### src/rtl/buffer_write_pacer_if.sv
// Upstream valid/ready word handshake for buffer_write_pacer.
// master drives in_valid/in_data; slave returns in_ready.
interface buffer_write_pacer_if #(
  parameter int DATA_W = 8
);
  logic              in_valid;
  logic [DATA_W-1:0] in_data;
  logic              in_ready;

  modport master (
    output in_valid,
    output in_data,
    input  in_ready
  );

  modport slave (
    input  in_valid,
    input  in_data,
    output in_ready
  );
endinterface

### src/rtl/buffer_write_pacer.sv
// Paces queued words into a holding buffer: one we_en pulse per word
// followed by at least GAP low cycles.
// Ports: clk, rst (async high), up (valid/ready word input), flush,
// we_en/data_out (buffer write), fifo_count, busy.
module buffer_write_pacer #(
  parameter int DATA_W = 8,
  parameter int DEPTH  = 4,
  parameter int GAP    = 2
) (
  input  logic                     clk,
  input  logic                     rst,
  buffer_write_pacer_if.slave      up,
  input  logic                     flush,
  output logic                     we_en,
  output logic [DATA_W-1:0]        data_out,
  output logic [$clog2(DEPTH):0]   fifo_count,
  output logic                     busy
);

  localparam int AW = $clog2(DEPTH);
  localparam int CW = AW + 1;
  localparam int GW = (GAP > 1) ? $clog2(GAP) : 1;

  localparam logic [CW-1:0] FULL  = CW'(DEPTH);
  localparam logic [GW-1:0] G_LD  = GW'(GAP - 1);

  localparam logic [1:0] S_IDLE  = 2'd0;
  localparam logic [1:0] S_WRITE = 2'd1;
  localparam logic [1:0] S_GAP   = 2'd2;

  logic [DATA_W-1:0] r_mem [DEPTH];
  logic [AW-1:0]     r_wptr;
  logic [AW-1:0]     r_rptr;
  logic [CW-1:0]     r_count;
  logic [1:0]        r_state;
  logic [GW-1:0]     r_gap;
  logic [DATA_W-1:0] r_dout;

  logic w_ready;
  logic w_push;
  logic w_slot;
  logic w_pop;

  assign w_ready = !flush && (r_count < FULL);
  assign w_push  = up.in_valid && w_ready;

  // An issue slot is open when idle or when the gap run has expired.
  assign w_slot = (r_state == S_IDLE) ||
                  ((r_state == S_GAP) && (r_gap == '0));
  assign w_pop  = !flush && w_slot && (r_count != '0);

  assign up.in_ready = w_ready;
  assign we_en       = (r_state == S_WRITE);
  assign data_out    = r_dout;
  assign fifo_count  = r_count;
  assign busy        = (r_state != S_IDLE) || (r_count != '0);

  always_ff @(posedge clk) begin
    if (w_push) r_mem[r_wptr] <= up.in_data;
  end

  always_ff @(posedge clk or posedge rst) begin
    if (rst) begin
      r_wptr  <= '0;
      r_rptr  <= '0;
      r_count <= '0;
      r_state <= S_IDLE;
      r_gap   <= '0;
      r_dout  <= '0;
    end else if (flush) begin
      // data_out is deliberately kept across a flush.
      r_wptr  <= '0;
      r_rptr  <= '0;
      r_count <= '0;
      r_state <= S_IDLE;
      r_gap   <= '0;
    end else begin
      if (w_push) r_wptr <= r_wptr + AW'(1);
      if (w_pop) begin
        r_rptr <= r_rptr + AW'(1);
        r_dout <= r_mem[r_rptr];
      end

      case ({w_push, w_pop})
        2'b10:   r_count <= r_count + CW'(1);
        2'b01:   r_count <= r_count - CW'(1);
        default: r_count <= r_count;
      endcase

      unique case (r_state)
        S_IDLE: begin
          if (w_pop) r_state <= S_WRITE;
        end
        S_WRITE: begin
          r_state <= S_GAP;
          r_gap   <= G_LD;
        end
        S_GAP: begin
          if (r_gap != '0)
            r_gap <= r_gap - GW'(1);
          else if (w_pop)
            r_state <= S_WRITE;
          else
            r_state <= S_IDLE;
        end
        default: r_state <= S_IDLE;
      endcase
    end
  end

endmodule

### src/flat_wrapper.sv
// flat-port wrapper written by rule: the top's interface ports become plain ports
module buffer_write_pacer_flat 
#(
  parameter int DATA_W = 8,
  parameter int DEPTH  = 4,
  parameter int GAP    = 2
)
  (clk, rst, flush, we_en, data_out, fifo_count, busy, up_in_valid, up_in_data, up_in_ready);
  buffer_write_pacer_if #(.DATA_W(DATA_W)) up_i ();
  input  logic clk;
  input  logic rst;
  input  logic flush;
  output logic we_en;
  output logic [DATA_W-1:0] data_out;
  output logic [$clog2(DEPTH):0] fifo_count;
  output logic busy;
  input wire logic [$bits(up_i.in_valid)-1:0] up_in_valid;
  input wire logic [$bits(up_i.in_data)-1:0] up_in_data;
  output wire logic [$bits(up_i.in_ready)-1:0] up_in_ready;
  assign up_i.in_valid = up_in_valid;
  assign up_i.in_data = up_in_data;
  assign up_in_ready = up_i.in_ready;
  buffer_write_pacer #(.DATA_W(DATA_W), .DEPTH(DEPTH), .GAP(GAP)) u_core (.clk(clk), .rst(rst), .up(up_i), .flush(flush), .we_en(we_en), .data_out(data_out), .fifo_count(fifo_count), .busy(busy));
endmodule
### config.mk
export PLATFORM = sky130hd
export DESIGN_NAME = buffer_write_pacer_flat
export DESIGN_NICKNAME = d
export VERILOG_FILES = /design/src/rtl/buffer_write_pacer_if.sv /design/src/rtl/buffer_write_pacer.sv /design/src/flat_wrapper.sv
export SDC_FILE = /design/constraint.sdc
export NUM_CORES = 1
export LEC_CHECK = 0
export ABC_AREA = 1
export ABC_CLOCK_PERIOD_IN_PS = 1900
export CORE_MARGIN = 3
export CORE_UTILIZATION = 40
export DETAILED_ROUTE_END_ITERATION = 16
export DONT_BUFFER_PORTS = 1
export GPL_TIMING_DRIVEN = 0
export PLACE_DENSITY = 0.55
export SETUP_SLACK_MARGIN = 0.2
export SYNTH_ARGS = -nofsm -noshare
export SYNTH_HDL_FRONTEND = slang
export SYNTH_SLANG_ARGS = --single-unit
### constraint.sdc
create_clock -name clk -period 1.9 [get_ports clk]
set_clock_uncertainty 0.05 [all_clocks]
set_input_delay 0.38 -clock clk [delete_from_list [all_inputs] [get_ports clk]]
set_output_delay 0.38 -clock clk [all_outputs]
set_load 0.05 [all_outputs]
==> key figures <==
Logic synthesis
  • Post-synth top area share: 0.4447
  • Post-Syn Instances: 190
  • Mux cell area share after synthesis: 0
  • Top post-synthesis cells by area: edfxtp_1 (44%), dfrtp_1 (21%), nor2_1 (8.2%)
  • Synth cell types: 30
  • Register area share after synthesis: 0.6532
  • Syn Area/Cell: 11.37 sq um
  • Synth Area in Adders: 0.03243
  • Largest family of logic cells by synthesized area: simple AND/OR/NAND/NOR gates
  • Synth area leader: edfxtp_1
  • Synth Area in Simple Gates: 0.1621
  • Compound-cell area share of the yosys netlist: 0.09033
  • Synthesized flop and latch total: 50
  • Post-Synth XOR/XNOR Area: 0
  • Synth Net Count: 207
  • Synth Cell Area: 0.002161 sq mm
  • Synth warn: 0

Worst setup path
  • CP top delay family: simple AND/OR/NAND/NOR gates
  • Crit. End Element: flop
  • Worst Path Class, Setup: reg -> reg
  • CP peak stage delay: 0.55 ns
  • Slowest CP cell: dfrtp_2
  • Worst EP arrival: 2.11 ns
  • CP max FO: 5
  • Crit-path cells: nor2_4 > nand2_4 > nand3_4 > inv_2 > fa_2 > inv_2 > nand3_2 > nand3_2 > nand2_1
  • CP Depth: 9
  • Critical path buffers and inverters: 2
  • Crit start category: flop
  • Depth of the worst register-to-register path: 9
  • Worst Path Required: 2.05 ns

STA
  • Tcrit/Tclk final: 1.031
  • # setup viols final: 27
  • Worst slew pin tran: 0.7367 ns
  • Fin. Hold Viols: 0
  • Final Slew Violations: 0
  • Final WS setup: -0.05800 ns
  • Final min period: 1.958 ns
  • RSZ-0062 raised after global routing: true
  • Fmax: 0.5107 GHz
  • Slew margin rel.: 0.5084

Place
  • Dpl cells: 260
  • Worst slack, placed: -0.3360 ns
  • HPWL Detailed: 2798 microns
  • GPL Wtd Cong: 0.7579
  • I/O Buffers: 0

Die
  • I/O pins: 26
  • Die H: 79.50 microns
  • Die area: 0.006320 sq mm
  • Core area: 0.005172 sq mm
  • Initial cell density of the core: 0.4178
  • Die Width: 79.50 microns
  • Site row count: 26

Routing
  • Antenna viol nets, final: 0
  • Drt pass-1 iters: 4
  • Starting DRC count in detailed routing: 73
  • Vias: 1,365
  • Final WL: 4473 microns
  • DR vias/cell: 4.858
  • DRC Markers: 0
  • Routed WL per cell: 15.92 microns

Status
  • Violated checks: negative setup slack
  • Outcome: complete, but fails checks

Global routing
  • First-pass GRT wire length: 7127 microns
  • Largest net degree at the start of global routing: 19
  • Overflow after GRT: 0
  • Number of global-route vias before repair: 1,385
  • Total Routing Usage GR: 0.1535
  • Initial antenna violation count: 0

Clock tree
  • Clock Latency Late Sink: 0.30 ns
  • CTS tree: done
  • # clock sinks: 50
  • H-tree Lvls: 2
  • CTS max path bufs: 2
  • CTS Root Cell: clkbuf_8
  • Worst-path clk slew: 0.09 ns
  • Num CTS Buffers: 5

Job
  • MaxCap Viol Count: 0

Layout
  • Synthesis-to-layout area growth: 19.80%
  • Filler cells: 457
  • Layout cells sized above 1: 0.2559
  • Final nets: 227
  • Non-Filler Instances: 281
  • Number of inserted diodes: 0
  • Final core occ: 0.5005

Power
  • PnR Total Power: 3768 uW
  • Peak supply drop: 0.5576 mV
  • Leakage: 0.001001 uW
  • Pwr dens: 1455 mW/mm^2

Hold path
  • Tightest Hold Check Type: in -> async
[kinds of logic (layout without fill, tap and decap cells)]
| kind of cell | count (synthesis) | after routing |
|---|---|---|
| flops | 50 | 50 |
| compound gates | 34 | 34 |
| buf+inv | 26 | 47 |
| simple gates | 75 | 75 |
| fa+ha+maj | 5 | 5 |
[cells in the mapped netlist]
cell	n
buf_2	2
nand2_8	1
buf_4	1
buf_8	1
nor3_1	1
inv_6	1
clkbuf_1	2
o21ai_0	21
o211ai_1	1
nand2_1	13
inv_1	16
a31oi_1	7
edfxtp_1	32
o21ai_1	2
nand2_4	2
a31oi_2	1
nand2_2	1
fa_1	1
o31ai_1	1
bufinv_8	1
nand3_4	1
inv_2	2
nand3_2	1
ha_1	4
dfrtp_1	18
nand4_1	1
nor2_1	47
a21oi_2	1
nand3_1	5
nor2_2	2
[final cells by class]
| class | count | area (sq um) | area share |
|---|---|---|---|
| timing repair buffer | 13 | 147.6 | 0.05703 |
| buffer | 6 | 40.04 | 0.01547 |
| multi-input combinational | 114 | 700.7 | 0.2707 |
| tap | 70 | 87.58 | 0.03383 |
| inverter | 20 | 93.84 | 0.03625 |
| sequential | 50 | 1415 | 0.5466 |
| clock buffer | 6 | 93.84 | 0.03625 |
| clock inverter | 2 | 10.01 | 0.003867 |
[cells in the final DEF (no fill, tap or decap), drive strengths merged]
master | synthesis | final
o21ai | 23 | 23
ha | 4 | 4
nand4 | 1 | 1
nor3 | 1 | 1
a31oi | 8 | 8
o211ai | 1 | 1
clkbuf | 2 | 8
fa | 1 | 1
a21oi | 1 | 1
edfxtp | 32 | 32
nor2 | 49 | 49
clkinv | 0 | 2
buf | 4 | 17
o31ai | 1 | 1
inv | 19 | 19
nand3 | 7 | 7
bufinv | 1 | 1
nand2 | 17 | 17
dfrtp | 18 | 18
[per-stage QoR]
step                hold WS (ns)  setup TNS [ns]  instance area, sq um
finish                   0.03033         -0.8976                  2589
global route             0.09304          -2.143                  2589
CTS                      0.05718          -1.071                  2499
detailed placement        0.3924          -9.638                  2266
global placement          0.3764          -9.599                  2266
floorplan                 0.2684               0                  2178
[flip-flops by register name (all words and copies together) (netlist names)]
register	cells
u_core.r_mem	32
u_core.data_out	8
u_core.fifo_count	3
u_core.r_rptr	2
u_core.r_state	2
u_core.r_wptr	2
u_core.r_gap	1
[final timing paths]
kind                                                   from                               end  slack [ns]
max                        u_core.fifo_count[2]$_DFFE_PP0P_  u_core.fifo_count[2]$_DFFE_PP0P_       -0.06
min                                                     rst      u_core.r_rptr[0]$_DFFE_PP0P_        0.03
max reg2reg                u_core.fifo_count[2]$_DFFE_PP0P_  u_core.fifo_count[2]$_DFFE_PP0P_       -0.06
min reg2reg                   u_core.r_state[0]$_DFFE_PP0P_     u_core.r_state[1]$_DFFE_PP0P_        0.46
max in group asynchronous                               rst  u_core.fifo_count[0]$_DFFE_PP0P_        1.26
min in group clk                              up_in_data[4]      u_core.r_mem[1][4]$_DFFE_PP_        0.12
[layer usage]
metal,global-route usage,wire [microns]
met5,0,0
met1,0.1759,1937
met2,0.2646,2242
met4,0.04983,68
met3,0.05643,224
[timing repair]
action | 4_1_cts | 5_1_grt
gates resized for setup | 10 | 9
setup buffers | 8 | 5
pin swaps | 6 | 8
hold buffers | 0 | 0
setup endpoints to repair | 37 | 38
[power breakdown]
part	internal, uW	switching (uW)
clock	335	336
combinational	428	803
sequential	1360	508
Power figures use the tool's default switching activity.
==> variant, RTL diff (same flow settings) <==
`DEPTH` is set to 4 in 2 places; all go to 2.
--- a/src/rtl/buffer_write_pacer.sv
+++ b/src/rtl/buffer_write_pacer.sv
@@ -5,5 +5,5 @@
 module buffer_write_pacer #(
   parameter int DATA_W = 8,
-  parameter int DEPTH  = 4,
+  parameter int DEPTH  = 2,
   parameter int GAP    = 2
 ) (
--- a/src/flat_wrapper.sv
+++ b/src/flat_wrapper.sv
@@ -3,5 +3,5 @@
 #(
   parameter int DATA_W = 8,
-  parameter int DEPTH  = 4,
+  parameter int DEPTH  = 2,
   parameter int GAP    = 2
 )
Interface: changed (resized fifo_count); port bits go from 26 to 25. No check against the original RTL was run, so the function may have changed too.
==> variant against the original RTL <==
- the run still ends with setup timing left
- total power is 52% lower
- worst setup slack better by 0.057 ns
- register-to-register slack better by 0.28 ns
- first-iteration DRC count is 36% lower
- sequential cell count is 19 lower
- final area is 46% lower
- routed wire length is 51% lower
- synthesized area is 43% lower
==> variant: results (changes against the original RTL) <==
* Count of final setup violators at 1 (-96%)
* Overall routing resource usage at 13.8% (-1.6 points)
* Register-to-register setup slack at 0.22 ns (+0.28 ns)
* Cell type group with the largest total delay on the critical path: flip-flops
* Number of cells traversed by the worst register-to-register path at 3 (-6)
* Status: finished, violations left
* Number of nets at the end of the flow at 136 (-40%)
* Critical R2R Launch: u_core.fifo_count[1]$_DFFE_PP0P_
* Placer's final routability congestion estimate at 0.742 (-2.1%)
* Routed length on met3 at 163 um (-27%)
* Cell types with the largest area share after synthesis: sky130_fd_sc_hd__edfxtp_1 39%, sky130_fd_sc_hd__dfrtp_1 30%, sky130_fd_sc_hd__nand2_1 7.9%, sky130_fd_sc_hd__o21ai_0 6.1%, sky130_fd_sc_hd__inv_1 5.2%
* Flip-flop count of the largest register, all copies and words added at 16 (-50%)
* Cells after Synth at 113 (-41%)
* Post-detailed-route wirelength per cell at 14.1 um (-11%)
* First-pass GRT wire length at 3510 um (-51%)
* Hold bufs inserted after CTS at 1 (+1)
* Violations in the final reports: setup timing
* Final HPWL from detailed placement at 1420 um (-49%)
* Crit path to: busy
* Post-cts repair resize count at 8 (-2)
* Post-synth EDFFs at 16 (-50%)
* Iteration-0 DRC count of the detailed router at 47 (-36%)
* Fraction of final layout cells with drive strength greater than 1 at 19.2% (-6.4 points)
* Fillers at 272 (-40%)
* Maximum number of pins on one net before global-route repair at 16 (-3)
* Met2 usage in global routing at 21.4% (-5.1 points)
* Net load switching power at 0.751 mW (-54%)
* Slack of the critical path at -0.00127 ns (+0.0567 ns)
* Pin slew with the least headroom to its limit at 0.616 ns (-0.120 ns)
* Total area of sequential cells at 858 um2 (-39%)
* Met1 layer wirelength in the final routing at 915 um (-53%)
* Met2 routed wirelength at 1090 um (-51%)
* Type of the tightest min-delay check: input pin to flop
* Number of multi-input combinational cells in the layout at 61 (-46%)
variant: changes by cell type after synthesis, sizes merged, moves of 3 or more:
cell / before / now
ha: 4 / 0
o21ai: 23 / 18
dfrtp: 18 / 15
nor2: 49 / 5
edfxtp: 32 / 16
a31oi: 8 / 0
nand2: 17 / 27
variant: cells by family (layout without fill, tap and decap cells):
logic type,after synthesis,after routing
DFF,31,31
buffers and inverters,21,33
and+or+nand+nor,39,39
AOI/OAI and AO/OA,22,22
variant: worst min path at each step:
stage / slack, ns / start / depth (start not counted) / to
CTS: 0.03 / flush / 1 / u_core.fifo_count[0]$_DFFE_PP0P_
global placement: 0.30 / rst / 1 / u_core.data_out[3]$_DFFE_PP0P_
detailed placement: 0.31 / rst / 1 / u_core.data_out[1]$_DFFE_PP0P_
global route: 0.005 / flush / 1 / u_core.fifo_count[0]$_DFFE_PP0P_
finish: 0.04 / flush / 1 / u_core.fifo_count[0]$_DFFE_PP0P_
floorplan: 0.23 / rst / 1 / u_core.data_out[0]$_DFFE_PP0P_
variant: per-stage QoR:
| stage | hold slack, ns | area (um2) | TNS (ns) | setup WS [ns] |
|---|---|---|---|---|
| final | 0.0437 | 1400 | -0.00127 | -0.00127 |
| after global routing | 0.00527 | 1400 | -0.0603 | -0.0603 |
| after CTS | 0.0316 | 1400 | -0.0146 | -0.0146 |
| after detailed placement | 0.310 | 1280 | 0 | 0.0250 |
| after global placement | 0.302 | 1280 | 0 | 0.0258 |
| after floorplan | 0.231 | 1240 | 0 | 0.229 |
variant: power by group through the flow:
stage / registers (mW) / clock network, mW / logic [mW]
floorplan: 1.19 / 0 / 0.185
global placement: 1.21 / 0 / 0.218
detailed placement: 1.22 / 0 / 0.222
CTS: 1.20 / 0.404 / 0.237
global route: 1.22 / 0.445 / 0.278
finish: 1.20 / 0.392 / 0.233
